`src/rtl/rgb565_serializer.sv`:
```
// Serialises RGB565 pixels into two bytes each over a valid/ready byte stream.
// Optional RGB565_SER_LAST_EN adds byt_lst, flagging the final byte of each LINE_PX-pixel line.
module rgb565_serializer #(
  parameter int unsigned LINE_PX    = 640,
  parameter bit          BIG_ENDIAN = 1'b1
) (
  input  logic       clk,
  input  logic       rst,
  input  logic       pix_vld,
  input  logic [4:0] pix_r,
  input  logic [5:0] pix_g,
  input  logic [4:0] pix_b,
  output logic       pix_rdy,
  output logic       byt_vld,
  output logic [7:0] byt_dat,
  input  logic       byt_rdy
`ifdef RGB565_SER_LAST_EN
  ,
  output logic       byt_lst
`endif
);

  if (LINE_PX < 1) begin : g_bad_line_px
    $error("LINE_PX must be at least 1");
  end

  typedef enum logic [1:0] {StEmpty, StB0, StB1} state_e;

  state_e      state_q, state_d;
  logic [15:0] word_q;
  logic        pix_acc;
  logic [7:0]  first_byte, second_byte;

  assign first_byte  = BIG_ENDIAN ? word_q[15:8] : word_q[7:0];
  assign second_byte = BIG_ENDIAN ? word_q[7:0]  : word_q[15:8];

  always_comb begin
    pix_rdy = (state_q == StEmpty) || ((state_q == StB1) && byt_rdy);
    pix_acc = pix_vld && pix_rdy;
    byt_vld = (state_q != StEmpty);
    // Outside B1 the first byte of the held word is shown, which reads 0x00 after reset.
    byt_dat = (state_q == StB1) ? second_byte : first_byte;
  end

  always_comb begin
    state_d = state_q;
    unique case (state_q)
      StEmpty: if (pix_vld) state_d = StB0;
      StB0:    if (byt_rdy) state_d = StB1;
      StB1:    if (byt_rdy) state_d = pix_vld ? StB0 : StEmpty;
      default: state_d = StEmpty;
    endcase
  end

  always_ff @(posedge clk or posedge rst) begin
    if (rst) begin
      state_q <= StEmpty;
      word_q  <= '0;
    end else begin
      state_q <= state_d;
      if (pix_acc) word_q <= {pix_r, pix_g, pix_b};
    end
  end

`ifdef RGB565_SER_LAST_EN
  localparam int unsigned    CntW    = (LINE_PX > 1) ? $clog2(LINE_PX) : 1;
  localparam logic [CntW-1:0] LastCnt = CntW'(LINE_PX - 1);

  logic [CntW-1:0] cnt_q, cnt_d;

  always_comb begin
    cnt_d = cnt_q;
    if ((state_q == StB1) && byt_rdy) begin
      cnt_d = (cnt_q == LastCnt) ? '0 : cnt_q + 1'b1;
    end
    byt_lst = (state_q == StB1) && (cnt_q == LastCnt);
  end

  always_ff @(posedge clk or posedge rst) begin
    if (rst) cnt_q <= '0;
    else     cnt_q <= cnt_d;
  end
`endif

endmodule

```
`config.mk`:
```
export PLATFORM = sky130hd
export DESIGN_NAME = rgb565_serializer
export DESIGN_NICKNAME = d
export VERILOG_FILES = /design/src/rtl/rgb565_serializer.sv
export SDC_FILE = /design/constraint.sdc
export NUM_CORES = 1
export LEC_CHECK = 0
export BUFFER_PORTS_ARGS = -buffer_cell sky130_fd_sc_hd__buf_2
export CORE_MARGIN = 3
export CORE_UTILIZATION = 47
export CTS_CLUSTER_SIZE = 20
export DETAILED_ROUTE_END_ITERATION = 16
export GPL_TIMING_DRIVEN = 0
export PLACE_DENSITY = 0.84
export SYNTH_ARGS = -nofsm -noshare
export SYNTH_HDL_FRONTEND = slang
export SYNTH_SLANG_ARGS = --single-unit
```
`constraint.sdc`:
```
create_clock -name clk -period 1.9 [get_ports clk]
set_input_delay 0.475 -clock clk [delete_from_list [all_inputs] [get_ports clk]]
set_output_delay 0.475 -clock clk [all_outputs]
set_load 0.05 [all_outputs]
```
==> out/summary.json <==
{
  "status": "finished, violations left",
  "cts.sinks": 18,
  "initial_core_util_pct": 51.7,
  "cp_data_arrival_time_ns": 1.49,
  "slew_headroom_pct": 54.4,
  "drc_errors_left": 0,
  "post-route-worst-setup-slack_ns": -0.0682,
  "clkTransAtPathRegs_ns": 0.10,
  "worstSetupPathType": "reg2out",
  "design.core.area_um2": 1580,
  "finalInstanceArea_um2": 1170,
  "crit_path_max_fanout": 5,
  "layout-area-overhead-vs-synth_pct": 43.3,
  "detail_route.iter0.violations": 0,
  "grt_pass1_wl_mm": 2.57,
  "grt_antenna_before_repair": 0,
  "end_kind": "output pin",
  "max_cap_viol_count": 0,
  "count_of_warnings_emitted_by_yosys": 0,
  "netlist.area_leader.share_pct": 55.2,
  "clk_path_buf_depth": 2,
  "wl_mm": 1.67,
  "post_synth_inst_count": 55,
  "postCtsHoldBufs": 0,
  "ios": 30,
  "number_of_enable_flip_flop_cells_after_synthesis": 0,
  "synth_top_cell_by_area": "dfrtp_1",
  "finalCritPeriodShare_pct": 104,
  "seq_area_frac_synth_pct": 55.2,
  "globalRouteOverflowTotal": 0,
  "sequentialPowerShare_pct": 28.2,
  "synth-main-ff-cell": "dfrtp_1",
  "static-leakage-power_nw": 0.552,
  "finalClockSkew_ns": 0.00180,
  "groute.usage.overall_pct": 16.5,
  "die_width_um": 47.7,
  "drive_above_1_share_pct": 73.6,
  "cellPowerDensity_nw_per_um2": 2080,
  "failing_checks": "negative setup slack",
  "worstMarginPinSlew_ns": 0.683,
  "drt_pass1_iterations": 1,
  "worst_setup_path_start_kind": "register",
  "cts_tree": "done",
  "post_synth_num_cell_types": 13,
  "floorplan_die_area_um2": 2270,
  "cell_internal_pwr_mw": 1.43,
  "min_period_ns": 1.97,
  "grt_max_degree": 19,
  "net-switching-power_mw": 1.00,
  "hp-class": "in2async",
  "clock_power_share_pct": 9.6,
  "syn_area_per_cell_um2": 14.8,
  "wl_per_cell_um": 15.6,
  "comb_power_share_pct": 62.2,
  "drv_slew": 0,
  "postSynth.asyncResetShare_pct": 100,
  "fmaxAchievable_mhz": 508,
  "die_height_um": 47.7,
  "ys_top_cells_by_area": "dfrtp_1 55%, mux2_2 33%, nor3b_4 2.3%, buf_8 1.8%, nor2b_4 1.7%",
  "h-tree-depth": 1,
  "hpwlAfterDp_mm": 1.14,
  "core.rowCount": 14,
  "ys_seq_elements": 18,
  "ir_drop_mv": 1.46,
  "p_sw_share_pct": 41.2,
  "synth_fp_nets": 75,
  "worst-endpoint-required_ns": 1.42,
  "ctsRootBufferMaster": "clkbuf_4",
  "reg2reg_setup_slack_ns": 0.22,
  "final_hold_viol_count": 0,
  "number_of_nets_still_failing_antenna_checks_after_routing": 0,
  "cts-buffers-inserted": 3,
  "gp_routability_congestion": 0.656,
  "vias_in_the_first_global_route": 613,
  "diodes": 0,
  "timing.final.setup_violations": 8,
  "viasPerCell": 5.12,
  "design.final.nets": 112,
  "yosys.cell_count.top_type": "mux2_2",
  "port-buffer-count": 29,
  "placed_cell_area_um2": 981,
  "rsz0062_at_grt": "yes",
  "synth.cells.most_frequent": "24 x mux2_2, 18 x dfrtp_1, 2 x inv_1, 2 x nor2_1",
  "source_to_sink_clock_delay_at_the_later_pin_of_the_worst_skew_pair_ns": 0.29,
  "synthesized_area_um2": 816,
  "hold_slack_final_ns": 0.276,
  "dr_total_vias": 548
}
==> cells by family (layout without fill, tap and decap cells) <==
group	after synthesis	in the layout	synth area share, %
AOI/OAI and AO/OA	2	2	1.38
DFF	18	18	55.2
buffers and inverters	4	40	3.37
and+or+nand+nor	7	7	6.90
muxes	24	24	33.1
==> cells in the final DEF, fill, tap and decap left out, drive strengths merged <==
cell    netlist  final
nand2         1      1
nor3b         1      1
or2           1      1
inv           2      2
clkbuf        0      4
nor2b         2      2
o21ai         1      1
o22ai         1      1
mux2         24     24
nor2          2      2
buf           2     34
dfrtp        18     18
==> area by class of cell <==
class	count	area [um2]
Inverter	2	7.51
Sequential cell	18	452
Buffer	2	26.3
Fill cell	111	408
Multi-Input combinational cell	33	375
Clock buffer	4	36.3
Timing Repair Buffer	32	251
Tap cell	16	20.0
==> through the flow <==
step	util, %	setup TNS (ns)	setup slack (ns)	std cells	total power [mW]
final	74.1	-0.454	-0.0682	107	2.43
after global routing	74.1	-0.824	-0.119	107	2.55
after CTS	73.2	-0.512	-0.0692	107	2.39
after detailed placement	62.2	0	0.0589	100	1.78
after global placement	62.2	0	0.0737	100	1.74
after floorplan	-	0	0.235	55	1.57
==> power groups by stage <==
stage / clock [mW] / combinational (mW) / sequential [mW]
floorplan: 0 / 0.918 / 0.652
global placement: 0 / 1.07 / 0.671
detailed placement: 0 / 1.09 / 0.692
CTS: 0.241 / 1.47 / 0.681
global route: 0.255 / 1.59 / 0.707
finish: 0.233 / 1.51 / 0.687
==> layer usage <==
metal	track usage (%)	wire length (um)	part of all wire, %
met5	0	0	0
met1	20.2	708	42
met4	3.23	0	0
met3	4.51	106	6.4
met2	29.1	852	51
==> flip-flops by register name, indices dropped and copies added (netlist names) <==
name / flops
state_q: 2
word_q: 16
==> worst max-delay path, cell delays in order, from the launching register on <==
cell	delay, ns
dfrtp_2	0.44
nor2b_4	0.14
buf_6	0.16
mux2_4	0.32
buf_8	0.15
==> what timing repair did <==
| action | CTS | global route |
|---|---|---|
| setup buffers | 2 | 0 |
| resized for setup | 36 | 4 |
| cloned | 1 | 0 |
| setup endpoints to repair | 8 | 8 |
==> final timing paths <==
| check | startpoint | endpoint | depth (start not counted) |
|---|---|---|---|
| min in group clk | pix_g[2] | word_q[7] | 2 |
| max | state_q[0] | byt_dat[3] | 4 |
| max in group asynchronous | rst | state_q[0] | 2 |
| max reg2reg | state_q[1] | word_q[14] | 5 |
| min | rst | word_q[12] | 2 |
| min reg2reg | word_q[6] | word_q[6] | 1 |
No activity file was read; power rests on OpenSTA's default activity.
